[src/rtl/if_stage.sv]
// Instruction-fetch stage: owns the PC, fetches over a req/ack instruction
// memory port and presents the fetched instruction with its PC in IF/ID.
// Next-PC operations (branch/jal/jalr) are resolved against the IF/ID slot.
module if_stage #(
  parameter logic [31:0] RESET_PC  = 32'h0000_0000,
  parameter logic [31:0] NOP_INSTR = 32'h0000_0013
) (
  input  logic        clk,
  input  logic        rst,
  input  logic        stall_i,
  input  logic [2:0]  npc_op,
  input  logic        zero_i,
  input  logic [31:0] npc_imm,
  input  logic [31:0] npc_aluout,
  output logic        imem_req,
  output logic [31:0] imem_addr,
  input  logic        imem_ack,
  input  logic [31:0] imem_rdata,
  output logic        id_valid,
  output logic [31:0] id_pc,
  output logic [31:0] id_instr,
  output logic        misalign_o
);

  typedef enum logic [1:0] {
    IDLE,
    REQ,
    HOLD,
    DROP
  } state_t;

  state_t      state;
  state_t      state_next;
  logic [31:0] pc;
  logic [31:0] pc_next;
  logic [31:0] pc_plus4;
  logic [31:0] stale_addr;
  logic [31:0] stale_addr_next;
  logic        skid_valid;
  logic        skid_valid_next;
  logic [31:0] skid_pc;
  logic [31:0] skid_pc_next;
  logic [31:0] skid_instr;
  logic [31:0] skid_instr_next;
  logic        id_valid_next;
  logic [31:0] id_pc_next;
  logic [31:0] id_instr_next;
  logic        misalign_next;
  logic        redirect;
  logic [31:0] raw_target;
  logic [31:0] target;

  assign pc_plus4 = pc + 32'd4;

  // Resolve the control-transfer of the instruction sitting in IF/ID.
  always_comb begin
    raw_target = id_pc + npc_imm;
    if (npc_op == 3'b100) begin
      raw_target = npc_aluout & ~32'h1;
    end
    redirect = id_valid &&
               (((npc_op == 3'b001) && zero_i) ||
                (npc_op == 3'b010) ||
                (npc_op == 3'b100));
    target   = raw_target & ~32'h3;
  end

  // Memory port: DROP keeps the stale address alive until its ack arrives.
  always_comb begin
    imem_req  = (state == REQ) || (state == DROP);
    imem_addr = (state == DROP) ? stale_addr : pc;
  end

  // Next-state and next-register computation for the fetch FSM.
  always_comb begin
    state_next      = state;
    pc_next         = pc;
    stale_addr_next = stale_addr;
    skid_valid_next = skid_valid;
    skid_pc_next    = skid_pc;
    skid_instr_next = skid_instr;
    id_valid_next   = id_valid;
    id_pc_next      = id_pc;
    id_instr_next   = id_instr;
    misalign_next   = redirect && raw_target[1];

    case (state)
      IDLE: begin
        state_next = REQ;
      end
      REQ: begin
        if (redirect) begin
          pc_next         = target;
          id_valid_next   = 1'b0;
          id_instr_next   = NOP_INSTR;
          skid_valid_next = 1'b0;
          if (!imem_ack) begin
            stale_addr_next = pc;
            state_next      = DROP;
          end
        end else if (imem_ack) begin
          if (!stall_i) begin
            id_valid_next = 1'b1;
            id_pc_next    = pc;
            id_instr_next = imem_rdata;
            pc_next       = pc_plus4;
          end else begin
            skid_valid_next = 1'b1;
            skid_pc_next    = pc;
            skid_instr_next = imem_rdata;
            state_next      = HOLD;
          end
        end
      end
      HOLD: begin
        if (redirect) begin
          pc_next         = target;
          id_valid_next   = 1'b0;
          id_instr_next   = NOP_INSTR;
          skid_valid_next = 1'b0;
          state_next      = REQ;
        end else if (!stall_i) begin
          if (skid_valid) begin
            id_valid_next = 1'b1;
            id_pc_next    = skid_pc;
            id_instr_next = skid_instr;
            pc_next       = pc_plus4;
          end
          skid_valid_next = 1'b0;
          state_next      = REQ;
        end
      end
      DROP: begin
        if (imem_ack) begin
          state_next = REQ;
        end
      end
      default: begin
        state_next = IDLE;
      end
    endcase
  end

  // State and pipeline register update with synchronous reset.
  always_ff @(posedge clk) begin
    if (rst) begin
      state      <= IDLE;
      pc         <= RESET_PC;
      stale_addr <= RESET_PC;
      skid_valid <= 1'b0;
      skid_pc    <= 32'h0;
      skid_instr <= NOP_INSTR;
      id_valid   <= 1'b0;
      id_pc      <= 32'h0;
      id_instr   <= NOP_INSTR;
      misalign_o <= 1'b0;
    end else begin
      state      <= state_next;
      pc         <= pc_next;
      stale_addr <= stale_addr_next;
      skid_valid <= skid_valid_next;
      skid_pc    <= skid_pc_next;
      skid_instr <= skid_instr_next;
      id_valid   <= id_valid_next;
      id_pc      <= id_pc_next;
      id_instr   <= id_instr_next;
      misalign_o <= misalign_next;
    end
  end

endmodule

[config.mk]
export PLATFORM = sky130hd
export DESIGN_NAME = if_stage
export DESIGN_NICKNAME = d
export VERILOG_FILES = /design/src/rtl/if_stage.sv
export SDC_FILE = /design/constraint.sdc
export NUM_CORES = 1
export LEC_CHECK = 0
export ABC_CLOCK_PERIOD_IN_PS = 8300
export BUFFER_PORTS_ARGS = -buffer_cell sky130_fd_sc_hd__buf_2
export CORE_AREA = 5 5 124 155
export CTS_BUF_LIST = sky130_fd_sc_hd__clkbuf_16
export DETAILED_ROUTE_END_ITERATION = 7
export DIE_AREA = 0 0 129 160
export PLACE_DENSITY = 0.85
export SYNTH_ARGS = -nofsm -noshare
export SYNTH_HDL_FRONTEND = slang
export SYNTH_SLANG_ARGS = --single-unit
[constraint.sdc]
create_clock -name clk -period 8.3 [get_ports clk]
set_clock_uncertainty 0.2 [all_clocks]
set_input_delay 1.245 -clock clk [delete_from_list [all_inputs] [get_ports clk]]
set_output_delay 1.245 -clock clk [all_outputs]
set_load 0.02 [all_outputs]
# [After elaboration in Yosys (flattened, before gate mapping)]
# Index checks and enable logic that the tools add are counted.
[op_classes] add_sub_neg=2 eq_ne=19 n_mux=44 bitwise_logic=2 reduce_logical=14
[op_table] operator="32-bit 2-to-1 mux" n=20
[op_table] operator="32-bit case mux with 2 select lines" n=3
[op_table] operator="32-bit by 3-bit adder with 32-bit output, second input constant" n=1
[op_table] operator="32-bit adder" n=1
[op_table] operator="3-bit != test, second input constant" n=6
[op_table] operator="2-bit 2-to-1 mux" n=7
[op_table] operator="2-bit != test, second input constant" n=7
[op_table] operator="1-bit 2-to-1 mux" n=11
[op_table] operator="5-bit AND reduction" n=2
[op_table] operator="2-bit case mux with 4 select lines" n=1
[op_table] operator="4-bit AND reduction" n=2
[op_table] operator="7-bit AND reduction" n=1
[op_table] operator="2-bit == test, second input constant" n=2
[op_table] operator="1-bit case mux with 2 select lines" n=2
[op_table] operator="3-bit by 1-bit == test with 1-bit output, second input constant" n=1
[op_table] operator="3-bit by 2-bit == test with 1-bit output, second input constant" n=1
[op_table] operator="3-bit == test, second input constant" n=1
[op_table] operator="1-bit logical AND" n=3
[op_table] operator="1-bit logical OR" n=3
[op_table] operator="3-bit AND reduction" n=1
[op_table] operator="2-bit by 1-bit == test with 1-bit output, second input constant" n=1
[op_table] operator="2-bit zero test" n=1
[op_table] operator="1-bit inverter" n=2
[op_table] operator="2-bit nonzero test" n=1
[word_totals] regBits=197 input_bits=104 out_inout_bits=99 wordCells=91

# [Longest topological paths before layout]
# Gate-level depths: netlist (run 1).
[logic_depth] depth_word=7 mapped_depth=11

# [Least setup slack after synthesis (run 1)]
# No wires, ideal clock.
[synth_timing] path_type="input port to flip-flop" start="input port npc_imm[2]" end="register pc[26]" setup_ps=64 arrival_time_ps=3445 t_required_ps=8036 path_slack_ps=4591 cell_stages=10 path_buffers=0 path_cell_list="ha_1 > fa_1 > a211oi_2 > o21bai_2 > o41ai_4 > o31ai_4 > a31oi_4 > o21ai_0 > a311o_1 > nor2_1"
[synth_between] elab_chain_cells=4
[synth_rtl] item="start: declaration" line_no="13" source="input logic [31:0] npc_imm,"
[synth_rtl] item="32-bit adder *" line_no="57" source="raw_target = id_pc + npc_imm;"
[synth_rtl] item="32-bit 2-to-1 mux *" line_no="58" source="if (npc_op == 3'b100) begin"
[synth_rtl] item="32-bit 2-to-1 mux (on tied branches)" line_no="116, 92"
[synth_rtl] item="32-bit case mux with 2 select lines *" line_no="87" source="case (state)"
[synth_rtl] item="end signal: assignment" line_no="159" source="pc <= pc_next;"
[synth_rtl] item="end: declaration" line_no="34" source="logic [31:0] pc;"
# Mark *: on every way between the ends. The rest lies on a longest branch, timed or not.
# A chain may end at the register's enable or synchronous reset.

# [Worst setup path in the final report (run 1)]
[layout_timing] start="input port npc_op[1]" end="register pc[11]"
[layout_between] elab_chain_cells=7
[layout_rtl] item="start: declaration" line_no="11" source="input logic [2:0] npc_op,"
[layout_rtl] item="3-bit by 1-bit == test with 1-bit output" line_no="62" source="(((npc_op == 3'b001) && zero_i) ||"
[layout_rtl] item="1-bit logical AND" line_no="62"
[layout_rtl] item="1-bit logical OR" line_no="62"
[layout_rtl] item="1-bit logical OR" line_no="63" source="(npc_op == 3'b010) ||"
[layout_rtl] item="1-bit logical AND" line_no="61" source="redirect = id_valid &&"
[layout_rtl] item="3-bit != test (no line), or another cell as far along"
[layout_rtl] item="5-bit AND reduction (no line) / 32-bit case mux with 2 select lines (equally long branches)"
# Parallel ways exist; a longest one is shown, timed or not.

==> metrics.yaml, run 1 <==
clock-root-buffer: "sky130_fd_sc_hd__clkbuf_16"
final.fill_count: 1440
maxCapViolations: 0
regToRegEndpoint: "pc[11]"
leakage_nw: 4.708
cts_buffer_depth: 2
multi_input_comb_area_mm2: 0.006052
total_of_endpoints_with_negative_setup_slack_in_the_final_report: 0
irDropWorstVdd_uv: 155.7
hold_path.class: "reg2reg"
drt_first_pass_iters: 5
cts_hold_repair.buffers: 0
final_core_utilization_pct: 67.91
pwr_dens_mw_per_mm2: 291.5
run_status: "complete, no violations"
cts.reportedPaths.clkPinSlew_ns: 0.07
finalWeightedCongestion: 0.9614
post_synth_instance_area_mm2: 0.01033
post_synth_edffs: 0
max_slew_margin_vs_limit_pct: 14.47
routed_length_per_instance_um: 18.44
timing.critical_path.mode_cell: "sky130_fd_sc_hd__o21ai_0"
number_of_nets_in_the_finished_design: 1575
htreeDepth: 4
worst_path_dominant_cell_family: "compound AO/OA/AOI/OAI gates"
critical_path_depth: 9
cellInternalPower_w: 0.002026
boundaryPins: 203
pin_count_of_the_biggest_net_entering_global_routing: 70
antenna_violations_before_repair: 3
yosys_warnings: 0
period_needed_ns: 3.868
clock.fmax_mhz: 258.5
power_frac_seq_pct: 32.8
port_buffers: 196
route.detailed.vias_per_inst: 6.108
synth_area_leader_cell: "sky130_fd_sc_hd__dfxtp_1"
worst-slew-pin-transition_ns: 1.282
fin_worst_hold_slack_ns: 0.2530
synth.top_cells.by_area: "sky130_fd_sc_hd__dfxtp_1 (37%), sky130_fd_sc_hd__nand2_1 (9.3%), sky130_fd_sc_hd__a21oi_1 (8.1%)"
synth-seq-area-share_pct: 36.62
post_cts.repair.setup_buffers: 0
ctsResizeCount: 0
grt_pass1_vias: 9812
report.final.slew_viol_count: 0
synth_top_flop_cell: "sky130_fd_sc_hd__dfxtp_1"
grt_pass1_wl_um: 48810
die-area_mm2: 0.02064
final.period_utilization_pct: 46.61
post_synth_num_cell_types: 79
drcViolationCount: 0
ff2ff_path_depth: 9
power_frac_comb_pct: 43.3
worst_skew_pair.late_latency_ns: 0.43
place_hpwl_um: 21380
cts_made_buffers: 17
groute.usage.overall_pct: 29.05
routed-via-count: 10224
rsz0062_at_grt: "false"
die_y_um: 160
crit_path_cells: "buf_2, o21ai_0, o311ai_4, buf_4, o21bai_2, nand4_1, xnor2_1, o21ai_0, a31oi_1"
asyncSetResetFlopFracSynth_pct: 0
tritoncts_clock_tree: "done"
cp.required_ns: 8.35
layout-area-overhead-vs-synth_pct: 14.58
totalNegativeSetupSlack_ns: 0
core_area_mm2: 0.01743
postRouteWirelength_um: 30870
initial_util_pct: 59.27
worst-r2r-setup-slack_ns: 4.66
grt_overflow_total: 0
min_delay_worst_endpoint: "stale_addr[16]"
flip_flop_and_latch_count_after_synthesis: 189
fp-row-count: 54
hold-path-cell-count: 2
syn-mean-instance-area_um2: 7.862
postSynthCellCount: 1314
endpoint_kind: "flip-flop"
critical_path.reg2reg.startpoint: "state[1]"
count_of_buffer_and_inverter_cells_on_the_critical_path: 2
clkPwrFrac_pct: 23.9
netSwitchingFraction_pct: 41.29
critical_path_arrival_ns: 3.92
critical-path-slowest-cell: "sky130_fd_sc_hd__o21bai_2"
timing_hold_violations_final: 0
crit_path_max_fanout: 28
timing_worst_setup_path_type: "in2reg"
yosysTopAreaCellShare_pct: 36.62
hold_start: "stale_addr[16]"
die-width_um: 129
dr.first_iter.drc_count: 827
power_switching_w: 0.001425
route.antenna.remaining_nets: 0
layout_cell_share_with_drive_strength_beyond_1_pct: 20.29
cts_sinks: 189
seqCellArea_mm2: 0.003784
cpPeakStageDelay_ns: 1.03
cp-start-kind: "input port"
## per-stage QoR
step                      power [W]  cell area, um^2  instances  setup slack (ns)
final                      0.003451            11840       1674             4.432
after floorplan            0.002215            10340       1317             4.591
after global routing       0.003645            11840       1674             4.271
after global placement     0.002582            11260       1642             4.188
after CTS                  0.003443            11840       1673             4.442
after detailed placement   0.002620            11260       1642             4.136
## cells in the final DEF, fill, tap and decap left out, types with 6 or more instances in the layout
master                      netlist  layout
sky130_fd_sc_hd__dfxtp_1        189     189
sky130_fd_sc_hd__xnor2_1         15      15
sky130_fd_sc_hd__a21oi_1        167     167
sky130_fd_sc_hd__o211ai_1         8       8
sky130_fd_sc_hd__xor2_1          13      13
sky130_fd_sc_hd__buf_2           28     195
sky130_fd_sc_hd__buf_4            6      15
sky130_fd_sc_hd__nor2_1         139     139
sky130_fd_sc_hd__nand2_1        256     256
sky130_fd_sc_hd__and3_1          13      13
sky130_fd_sc_hd__a31oi_1         11      11
sky130_fd_sc_hd__inv_1           13      16
sky130_fd_sc_hd__a21o_1          11      11
sky130_fd_sc_hd__nand4_1         10      10
sky130_fd_sc_hd__o21ai_0         44      44
sky130_fd_sc_hd__mux2_2          34      34
sky130_fd_sc_hd__clkbuf_16        0      17
sky130_fd_sc_hd__nand3_1         27      27
sky130_fd_sc_hd__o22ai_1          9       9
sky130_fd_sc_hd__ha_1            33      32
sky130_fd_sc_hd__nor3_1          15      15
sky130_fd_sc_hd__a221oi_1         6       6
sky130_fd_sc_hd__mux2i_1         62      62
sky130_fd_sc_hd__a211oi_1        42      42
## routing by layer
| layer | global-route usage [%] | vias to the layer above | wire (um) |
|---|---|---|---|
| li1 | - | 4851 | - |
| met1 | 34.06 | 4777 | 11520 |
| met2 | 49.25 | 499 | 15070 |
| met3 | 8.386 | 93 | 3104 |
| met4 | 11.94 | 4 | 1152 |
| met5 | 0 | - | 27 |
## worst max-delay path by stage
stage	start	endpoint	slack [ns]
3_5_place_dp	npc_imm[2]	pc[26]	4.14
3_3_place_gp	npc_imm[2]	pc[26]	4.19
4_1_cts	state[1]	imem_addr[21]	4.44
2_1_floorplan	npc_imm[2]	pc[26]	4.59
6_report	npc_op[1]	pc[11]	4.43
5_1_grt	npc_op[1]	pc[11]	4.27
## cells by family (layout without fill, tap and decap cells)
family	count (synthesis)	in the layout	share of synthesized area (%)
AND/OR/NAND/NOR	491	491	20.10
AO/OA/AOI/OAI	352	352	21.86
flip-flops	189	189	36.62
buffers and inverters	123	255	5.099
multiplexers	96	96	9.713
adder cells (fa/ha/maj)	34	34	4.190
XOR/XNOR	28	28	2.374
other	1	5	0.03630
## power groups by stage
stage / sequential, W / clock [W] / combinational, W
after floorplan: 0.00123 / 0 / 0.000989
after detailed placement: 0.00115 / 0 / 0.00147
after CTS: 0.00113 / 0.000830 / 0.00148
after global routing: 0.00115 / 0.000867 / 0.00163
after global placement: 0.00115 / 0 / 0.00144
final: 0.00113 / 0.000824 / 0.00149
## state kept, by name, indices dropped and copies added, names as in the netlist, 2 cells and up
name        cells
id_instr       32
skid_instr     32
id_pc          30
pc             30
skid_pc        30
stale_addr     30
state           2
## Yosys cell counts (all sizes together), types with 16 or more instances
cell and n:
a211oi 43, a21oi 167, buf 37, clkbuf 72
dfxtp 189, ha 33, mux2 34, mux2i 62
nand2 256, nand3 27, nor2 141, nor3 16
o21ai 46
## worst register-to-register path: cells and delay by family (launching register included)
family / cells / cell delay [ns]
AOI/OAI and AO/OA: 4 / 1.79
xor gates and xnor gates: 1 / 0.18
adders and majority gates: 1 / 0.37
buffers and inverters: 1 / 0.07
DFF: 1 / 0.36
and+or+nand+nor: 2 / 0.51
## cell type report
class,count,area share [%]
timing repair buffer,210,9.196
inverter,14,0.4439
clock inverter,14,1.290
tap,224,2.368
clock buffer,17,3.594
multi-input combinational,1005,51.13
antenna,1,0.02114
sequential,189,31.96
No activity file was read; power rests on OpenSTA's default activity.
==> run 2, diff against run 1 <==
==> config.mk (replaced) <==
export PLATFORM = sky130hd
export DESIGN_NAME = if_stage
export DESIGN_NICKNAME = d
export VERILOG_FILES = /design/src/rtl/if_stage.sv
export SDC_FILE = /design/constraint.sdc
export NUM_CORES = 1
export LEC_CHECK = 0
export ABC_CLOCK_PERIOD_IN_PS = 3940
export BUFFER_PORTS_ARGS = -buffer_cell sky130_fd_sc_hd__buf_2
export CORE_AREA = 5 5 128 160
export CTS_BUF_LIST = sky130_fd_sc_hd__clkbuf_16
export DETAILED_ROUTE_END_ITERATION = 7
export DIE_AREA = 0 0 133 165
export PLACE_DENSITY = 0.8
export SYNTH_ARGS = -nofsm -noshare
export SYNTH_HDL_FRONTEND = slang
export SYNTH_SLANG_ARGS = --single-unit
==> constraint.sdc (replaced) <==
create_clock -name clk -period 3.94 [get_ports clk]
set_clock_uncertainty 0.2 [all_clocks]
set_input_delay 0.591 -clock clk [delete_from_list [all_inputs] [get_ports clk]]
set_output_delay 0.591 -clock clk [all_outputs]
set_load 0.02 [all_outputs]
==> run 2 against run 1 <==
Effect of this change:
- total power rose by 110%
- combinational power rose by 110%
- global-route usage fell by 1.7 points
- non-clock buffer count rose by 12
- sequential share of layout area fell by 0.14 points
- hold slack got worse by 0.070 ns
- via count fell by 1.0%
- critical path depth rose by 3
- wire length fell by 0.19%
- die area rose by 6.3%
- critical endpoint is now pc[30]
- highest routed layer unchanged
==> metrics.yaml, run 2 (synthesis results as in run 1) <==
total_of_endpoints_with_negative_setup_slack_in_the_final_report: 0  # unchanged
report.final.slew_viol_count: 0  # unchanged
drcViolationCount: 0  # unchanged
crit_path_max_fanout: 28  # unchanged
finalWeightedCongestion: 0.9514  # -1.0%
regToRegEndpoint: "pc[30]"
fin_worst_hold_slack_ns: 0.1830  # -0.07004 ns
maxCapViolations: 0  # unchanged
number_of_nets_in_the_finished_design: 1587  # +0.76%
antenna_violations_before_repair: 2  # -1
rsz0062_at_grt: "false"
num_antenna_cells: 0  # -1
cts_hold_repair.buffers: 0  # unchanged
cts.reportedPaths.clkPinSlew_ns: 0.07  # about the same
pwr_dens_mw_per_mm2: 599.4  # +110%
post_cts.repair.setup_buffers: 0  # unchanged
worst-slew-pin-transition_ns: 1.260  # -0.02156 ns
drt_first_pass_iters: 5  # unchanged
grt_pass1_vias: 9713  # -1.0%
period_needed_ns: 3.209
routed-via-count: 10122  # -1.0%
initial_util_pct: 55.22  # -4.0 points
layout-area-overhead-vs-synth_pct: 15.08
pin_count_of_the_biggest_net_entering_global_routing: 69  # -1.4%
dr.first_iter.drc_count: 839  # +1.5%
groute.usage.overall_pct: 27.36  # -1.7 points
clock.fmax_mhz: 311.6
endpoint_kind: "flip-flop"
irDropWorstVdd_uv: 400.8  # +160%
ff2ff_path_depth: 12  # +3
clock-root-buffer: "sky130_fd_sc_hd__clkbuf_16"
hold_start: "imem_rdata[0]"
routed_length_per_instance_um: 18.20  # -1.3%
leading_registers_by_flop_count: "id_instr: 32 flops, skid_instr: 32 flops"
timing_hold_violations_final: 0  # unchanged
worst-r2r-setup-slack_ns: 0.73  # -3.93 ns
route.antenna.remaining_nets: 0  # unchanged
place_hpwl_um: 21860  # +2.3%
ctsResizeCount: 0  # unchanged
fp-row-count: 56  # +3.7%
htreeDepth: 4  # unchanged
final_common_cell: "sky130_fd_sc_hd__nand2_1"
grt_pass1_wl_um: 48870  # +0.13%
run_status: "complete, no violations"
final.period_utilization_pct: 81.45
die-area_mm2: 0.02195  # +6.3%
final.fill_count: 1675  # +16%
leakage_nw: 4.742  # +0.71%
cts_sinks: 189  # unchanged
hold-path-cell-count: 3  # +1
cts_buffer_depth: 2  # unchanged
max_slew_margin_vs_limit_pct: 15.70  # +1.2 points
route.detailed.vias_per_inst: 5.979  # -2.1%
grt_overflow_total: 0  # unchanged
die_y_um: 165  # +3.1%
min_delay_worst_endpoint: "skid_instr[0]"
postRouteWirelength_um: 30810  # -0.19%
cp-start-kind: "flip-flop"
critical_path_arrival_ns: 3.30  # -0.62 ns
layout_cell_share_with_drive_strength_beyond_1_pct: 20.88  # +0.59 points
die-width_um: 133  # +3.1%
final_cell_mix: "sky130_fd_sc_hd__nand2_1 (256), sky130_fd_sc_hd__buf_2 (195), sky130_fd_sc_hd__dfxtp_1 (189), sky130_fd_sc_hd__a21oi_1 (167), sky130_fd_sc_hd__nor2_1 (139)"
totalNegativeSetupSlack_ns: 0  # unchanged
core_area_mm2: 0.01871  # +7.3%
cp.required_ns: 4.03  # -4.32 ns
boundaryPins: 203  # unchanged
hold_path.class: "in2reg"
critical_path.reg2reg.startpoint: "state[0]"
timing_worst_setup_path_type: "reg2reg"
cts_made_buffers: 17  # unchanged
tritoncts_clock_tree: "done"
worst_skew_pair.late_latency_ns: 0.43  # about the same
port_buffers: 196  # unchanged
run 2: cell count changes in the layout (fill, tap and decap cells not counted), sizes merged:
| cell | delta |
|---|---|
| buf | +12 |
| bufinv | -3 |
| clkinv | +5 |
| clkinvlp | -1 |
| diode | -1 |
| inv | -1 |
run 2: routing by layer:
metal  track usage (%)  vias to the layer above  share of wire, %
met5                 0                        -             0.088
met4             12.90                        4               3.7
met3             6.033                       89               8.1
met2             46.93                      457                48
met1             32.65                     4697                40
li1                  -                     4875                 -
run 2: critical path: stages, from the launching register on:
cell                        delay, ns
sky130_fd_sc_hd__dfxtp_1         0.33
sky130_fd_sc_hd__inv_1           0.12
sky130_fd_sc_hd__ha_4            0.50
sky130_fd_sc_hd__nor2_1          0.13
sky130_fd_sc_hd__buf_4           0.20
sky130_fd_sc_hd__a2111oi_4       0.38
sky130_fd_sc_hd__buf_4           0.24
sky130_fd_sc_hd__nand2_1         0.27
sky130_fd_sc_hd__a31oi_1         0.24
sky130_fd_sc_hd__o21ai_0         0.09
sky130_fd_sc_hd__o311ai_0        0.14
sky130_fd_sc_hd__nand2_1         0.11
sky130_fd_sc_hd__o311ai_0        0.14
run 2: area by class of cell:
cell class,instances,area [um^2],area share (%)
clock buffers,17,425.4,3.578
clock inverters,14,81.33,0.6841
inverters,14,52.55,0.4420
multi-input cells,1005,6052,50.91
flip-flops and latches,189,3784,31.82
well taps,232,290.3,2.442
repair buffers,222,1204,10.12
run 2: how the worst max path moves through the flow:
stage	startpoint	end	slack, ns	cells after the start
global placement	npc_imm[2]	pc[26]	0.53	11
detailed placement	npc_imm[2]	pc[26]	0.48	11
CTS	state[0]	pc[30]	0.76	12
floorplan	npc_imm[2]	pc[26]	0.89	10
finish	state[0]	pc[30]	0.73	12
global route	state[1]	id_pc[7]	0.49	8
run 2: power breakdown:
part | leakage [nW] | internal [W] | switching [W] | total, W
Clock | 0.258 | 0.000793 | 0.000759 | 0.00155
Combinational | 2.95 | 0.00116 | 0.00202 | 0.00318
Sequential | 1.53 | 0.00216 | 0.000231 | 0.00240
Total | 4.74 | 0.00411 | 0.00301 | 0.00713
run 2: per-stage QoR:
| stage | instance area (um^2) | total power (W) | setup slack, ns | util [%] | instances |
|---|---|---|---|---|---|
| after global placement | 11380 | 0.005502 | 0.5319 | 60.84 | 1662 |
| after global routing | 11890 | 0.007533 | 0.4918 | 63.55 | 1693 |
| after detailed placement | 11380 | 0.005562 | 0.4819 | 60.84 | 1662 |
| after CTS | 11890 | 0.007101 | 0.7632 | 63.55 | 1693 |
| final | 11890 | 0.007127 | 0.7307 | 63.55 | 1693 |
| after floorplan | 10340 | 0.004666 | 0.8851 | - | 1317 |
==> run 3, diff against run 2 <==
==> config.mk (replaced) <==
export PLATFORM = sky130hd
export DESIGN_NAME = if_stage
export DESIGN_NICKNAME = d
export VERILOG_FILES = /design/src/rtl/if_stage.sv
export SDC_FILE = /design/constraint.sdc
export NUM_CORES = 1
export LEC_CHECK = 0
export ABC_AREA = 1
export ABC_CLOCK_PERIOD_IN_PS = 2600
export BUFFER_PORTS_ARGS = -buffer_cell sky130_fd_sc_hd__buf_2
export CORE_AREA = 5 5 139 174
export CTS_BUF_LIST = sky130_fd_sc_hd__clkbuf_16
export DETAILED_ROUTE_END_ITERATION = 7
export DIE_AREA = 0 0 144 179
export PLACE_DENSITY = 0.76
export SYNTH_ARGS = -nofsm -noshare
export SYNTH_HDL_FRONTEND = slang
export SYNTH_SLANG_ARGS = --single-unit
==> constraint.sdc (replaced) <==
create_clock -name clk -period 2.6 [get_ports clk]
set_clock_uncertainty 0.2 [all_clocks]
set_input_delay 0.39 -clock clk [delete_from_list [all_inputs] [get_ports clk]]
set_output_delay 0.39 -clock clk [all_outputs]
set_load 0.02 [all_outputs]
==> run 3 against run 2 <==
Effect of this change:
- total power grew 110%
- critical path type is now reg2out
- highest routed layer is now met4
- wire length increased by 22%
- synthesized cell count rose by 35%
- register-to-register slack lost 0.51 ns
==> metrics.yaml, run 3 <==
run_status: "complete, no violations"
final.period_utilization_pct: 92.10
endpoint_kind: "output port"
boundaryPins: 203  # unchanged
die-area_mm2: 0.02578  # +17%
post_synth_instance_area_mm2: 0.01113  # +7.8%
routed_length_per_instance_um: 16.78  # -7.8%
period_needed_ns: 2.394
total_of_endpoints_with_negative_setup_slack_in_the_final_report: 0  # unchanged
syn-mean-instance-area_um2: 6.291  # -20%
fp-row-count: 61  # +8.9%
routed-via-count: 12005  # +19%
power_switching_w: 0.007500  # +150%
asyncSetResetFlopFracSynth_pct: 0  # unchanged
synth_top_flop_cell: "sky130_fd_sc_hd__dfxtp_1"
postRouteWirelength_um: 37630  # +22%
post_synth_xor_xnor_area_pct: 1.967  # -0.41 points
cp-start-kind: "flip-flop"
postSynthCellCount: 1770  # +35%
route.antenna.remaining_nets: 0  # unchanged
core_area_mm2: 0.02221  # +19%
cts.reportedPaths.clkPinSlew_ns: 0.07  # about the same
synth_compound_area_share_pct: 21.31  # -0.55 points
hold-path-cell-count: 3  # unchanged
layout_cell_share_with_drive_strength_beyond_1_pct: 15.36  # -5.5 points
cts_made_buffers: 17  # unchanged
netSwitchingFraction_pct: 49.48  # +7.2 points
layout-area-overhead-vs-synth_pct: 17.92
crit_path_max_fanout: 30  # +7.1%
final_core_utilization_pct: 59.12  # -4.4 points
grt_overflow_total: 0  # unchanged
maxCapViolations: 0  # unchanged
flip_flop_and_latch_count_after_synthesis: 189  # unchanged
critical_path_arrival_ns: 1.80  # -1.50 ns
antenna_violations_before_repair: 0  # -2
yosys_warnings: 0  # unchanged
totalNegativeSetupSlack_ns: 0  # unchanged
crit_path_cells: "ha_4, buf_4, nand2_1, o21ai_0, buf_2"
die-width_um: 144  # +8.3%
cts_buffer_depth: 2  # unchanged
grt_pass1_vias: 11312  # +16%
post_synth_and_or_nand_nor_area_fraction_pct: 27.47  # +7.4 points
htreeDepth: 4  # unchanged
drt_first_pass_iters: 6  # +1
hold_path.class: "in2reg"
finalWeightedCongestion: 0.9986  # +5.0%
number_of_nets_in_the_finished_design: 2085  # +31%
synth.top_cells.by_area: "sky130_fd_sc_hd__dfxtp_1 (34%), sky130_fd_sc_hd__nand2_1 (15%), sky130_fd_sc_hd__o21ai_0 (9.3%)"
pwr_dens_mw_per_mm2: 1154  # +93%
route.detailed.vias_per_inst: 5.352  # -10%
fraction_of_the_mapped_netlist_area_in_adder_cells_pct: 3.888  # -0.30 points
initial_util_pct: 50.13  # -5.1 points
synthMuxAreaShare_pct: 0  # -9.7 points
clock-root-buffer: "sky130_fd_sc_hd__clkbuf_16"
place_hpwl_um: 28760  # +32%
clock.fmax_mhz: 417.6
ff2ff_path_depth: 11  # -1
rsz0062_at_grt: "false"
worst-slew-pin-transition_ns: 0.8258  # -0.4346 ns
dr.first_iter.drc_count: 1097  # +31%
synth_top_family_by_area: "simple AND/OR/NAND/NOR gates"
report.final.slew_viol_count: 0  # unchanged
worst_skew_pair.late_latency_ns: 0.44  # about the same
pin_count_of_the_biggest_net_entering_global_routing: 67  # -2.9%
irDropWorstVdd_uv: 668.7  # +67%
critical-path-slowest-cell: "sky130_fd_sc_hd__dfxtp_1"
die_y_um: 179  # +8.5%
timing_hold_violations_final: 0  # unchanged
timing_worst_setup_path_type: "reg2out"
num_antenna_cells: 0  # unchanged
port_buffers: 196  # unchanged
cpPeakStageDelay_ns: 0.41  # -0.09 ns
power_frac_comb_pct: 54.0  # +9.4 points
drcViolationCount: 0  # unchanged
cp.required_ns: 2.01  # -2.02 ns
grt_pass1_wl_um: 58690  # +20%
power_frac_seq_pct: 29.2  # -4.4 points
sum_of_internal_switching_and_leakage_power_w: 0.01516  # +110%
synth-seq-area-share_pct: 33.98  # -2.6 points
tritoncts_clock_tree: "done"
yosysTopAreaCellShare_pct: 33.98  # -2.6 points
leading_cell_type_by_number_of_instances_after_synthesis: "sky130_fd_sc_hd__nand2_1"
final_common_cell: "sky130_fd_sc_hd__nand2_1"
post_synth_edffs: 0  # unchanged
groute.usage.overall_pct: 29.02  # +1.7 points
leading_registers_by_flop_count: "id_instr: 32 flops, skid_instr: 32 flops"
synth_area_leader_cell: "sky130_fd_sc_hd__dfxtp_1"
leakage_nw: 6.132  # +29%
clkPwrFrac_pct: 16.8  # -5.0 points
post_synth_most_frequent_cells: "sky130_fd_sc_hd__nand2_1 (440), sky130_fd_sc_hd__inv_1 (212), sky130_fd_sc_hd__o21ai_0 (208)"
final_cell_mix: "sky130_fd_sc_hd__nand2_1 (439), sky130_fd_sc_hd__inv_1 (210), sky130_fd_sc_hd__o21ai_0 (208), sky130_fd_sc_hd__nor2_1 (205), sky130_fd_sc_hd__buf_2 (196)"
cellInternalPower_w: 0.007657  # +86%
post_synth_num_cell_types: 43  # -46%
cts_sinks: 189  # unchanged
max_slew_margin_vs_limit_pct: 44.86  # +29 points
-- run 3: changes by cell type after synthesis, sizes merged, moves of 12 or more --
| cell | before | now |
|---|---|---|
| inv | 13 | 216 |
| nand2 | 256 | 442 |
| mux2 | 34 | 0 |
| nor2 | 141 | 206 |
| nand3 | 27 | 66 |
| clkbuf | 72 | 52 |
| xnor2 | 15 | 3 |
| o21ai | 46 | 222 |
| and3 | 13 | 0 |
| a211oi | 43 | 2 |
| a21oi | 167 | 182 |
| mux2i | 62 | 0 |
| o211ai | 8 | 30 |
-- run 3: path summary, 6_finish.rpt --
| check | startpoint | slack (ns) | to |
|---|---|---|---|
| max | state[0] | 0.21 | imem_addr[23] |
| min | imem_rdata[13] | 0.04 | skid_instr[13] |
| max reg2reg | state[1] | 0.22 | id_pc[31] |
| min reg2reg | stale_addr[6] | 0.24 | stale_addr[6] |
-- run 3: cell type report --
cell class / count / area (um^2)
Clock buffer: 17 / 425.4
Clock inverter: 15 / 135.1
Fill cell: 2196 / 9080
Inverter: 217 / 820.8
Multi-Input combinational cell: 1271 / 6126
Sequential cell: 189 / 3785
Tap cell: 283 / 354.1
Timing Repair Buffer: 250 / 1476
Timing Repair inverter: 1 / 7.507
-- run 3: worst max-delay path: cells and delay by family, from the launching register on --
family / cells / cell delay, ns
buf+inv: 2 / 0.50
flops: 1 / 0.41
compound gates: 1 / 0.09
simple gates: 1 / 0.08
fa+ha+maj: 1 / 0.28
-- run 3: repair_timing --
action	CTS	global route
hold endpoints to repair	6	0
setup endpoints to repair	2	25
cloned	0	1
setup buffers	0	3
pin swaps	0	1
resized for setup	1	3
hold buffers	6	0
-- run 3: metrics by stage --
stage	area, um^2	hold WS, ns	cells	setup WS, ns
final	13130	0.04345	2243	0.2055
after global routing	13130	0.04450	2243	0.02754
after CTS	13100	0.03367	2239	0.1084
after detailed placement	12460	0.2344	2201	0.06997
after global placement	12460	0.2317	2201	0.1037
after floorplan	11150	0.2239	1773	0.4418
-- run 3: layer usage --
metal / vias to the layer above / global-route usage [%] / wire length [um]
met2: 472 / 49.05 / 17990
met1: 5401 / 34.68 / 14770
met5: - / 0 / 0
met3: 99 / 4.162 / 2592
li1: 6033 / - / -
met4: 0 / 17.35 / 2274
-- run 3: power groups by stage --
stage | clock network [W] | registers, W | logic, W
floorplan | 0 | 0.00478 | 0.00486
global placement | 0 | 0.00444 | 0.00793
detailed placement | 0 | 0.00446 | 0.00803
CTS | 0.00258 | 0.00441 | 0.00808
global route | 0.00270 | 0.00452 | 0.00902
finish | 0.00255 | 0.00443 | 0.00818
-- run 3: logic make-up (layout without fill, tap and decap cells) --
group / after synthesis / in the layout
and+or+nand+nor: 759 / 759
xor gates and xnor gates: 25 / 25
adders and majority gates: 34 / 34
other: 1 / 4
DFF: 189 / 189
AOI/OAI and AO/OA: 449 / 449
buffers and inverters: 313 / 500
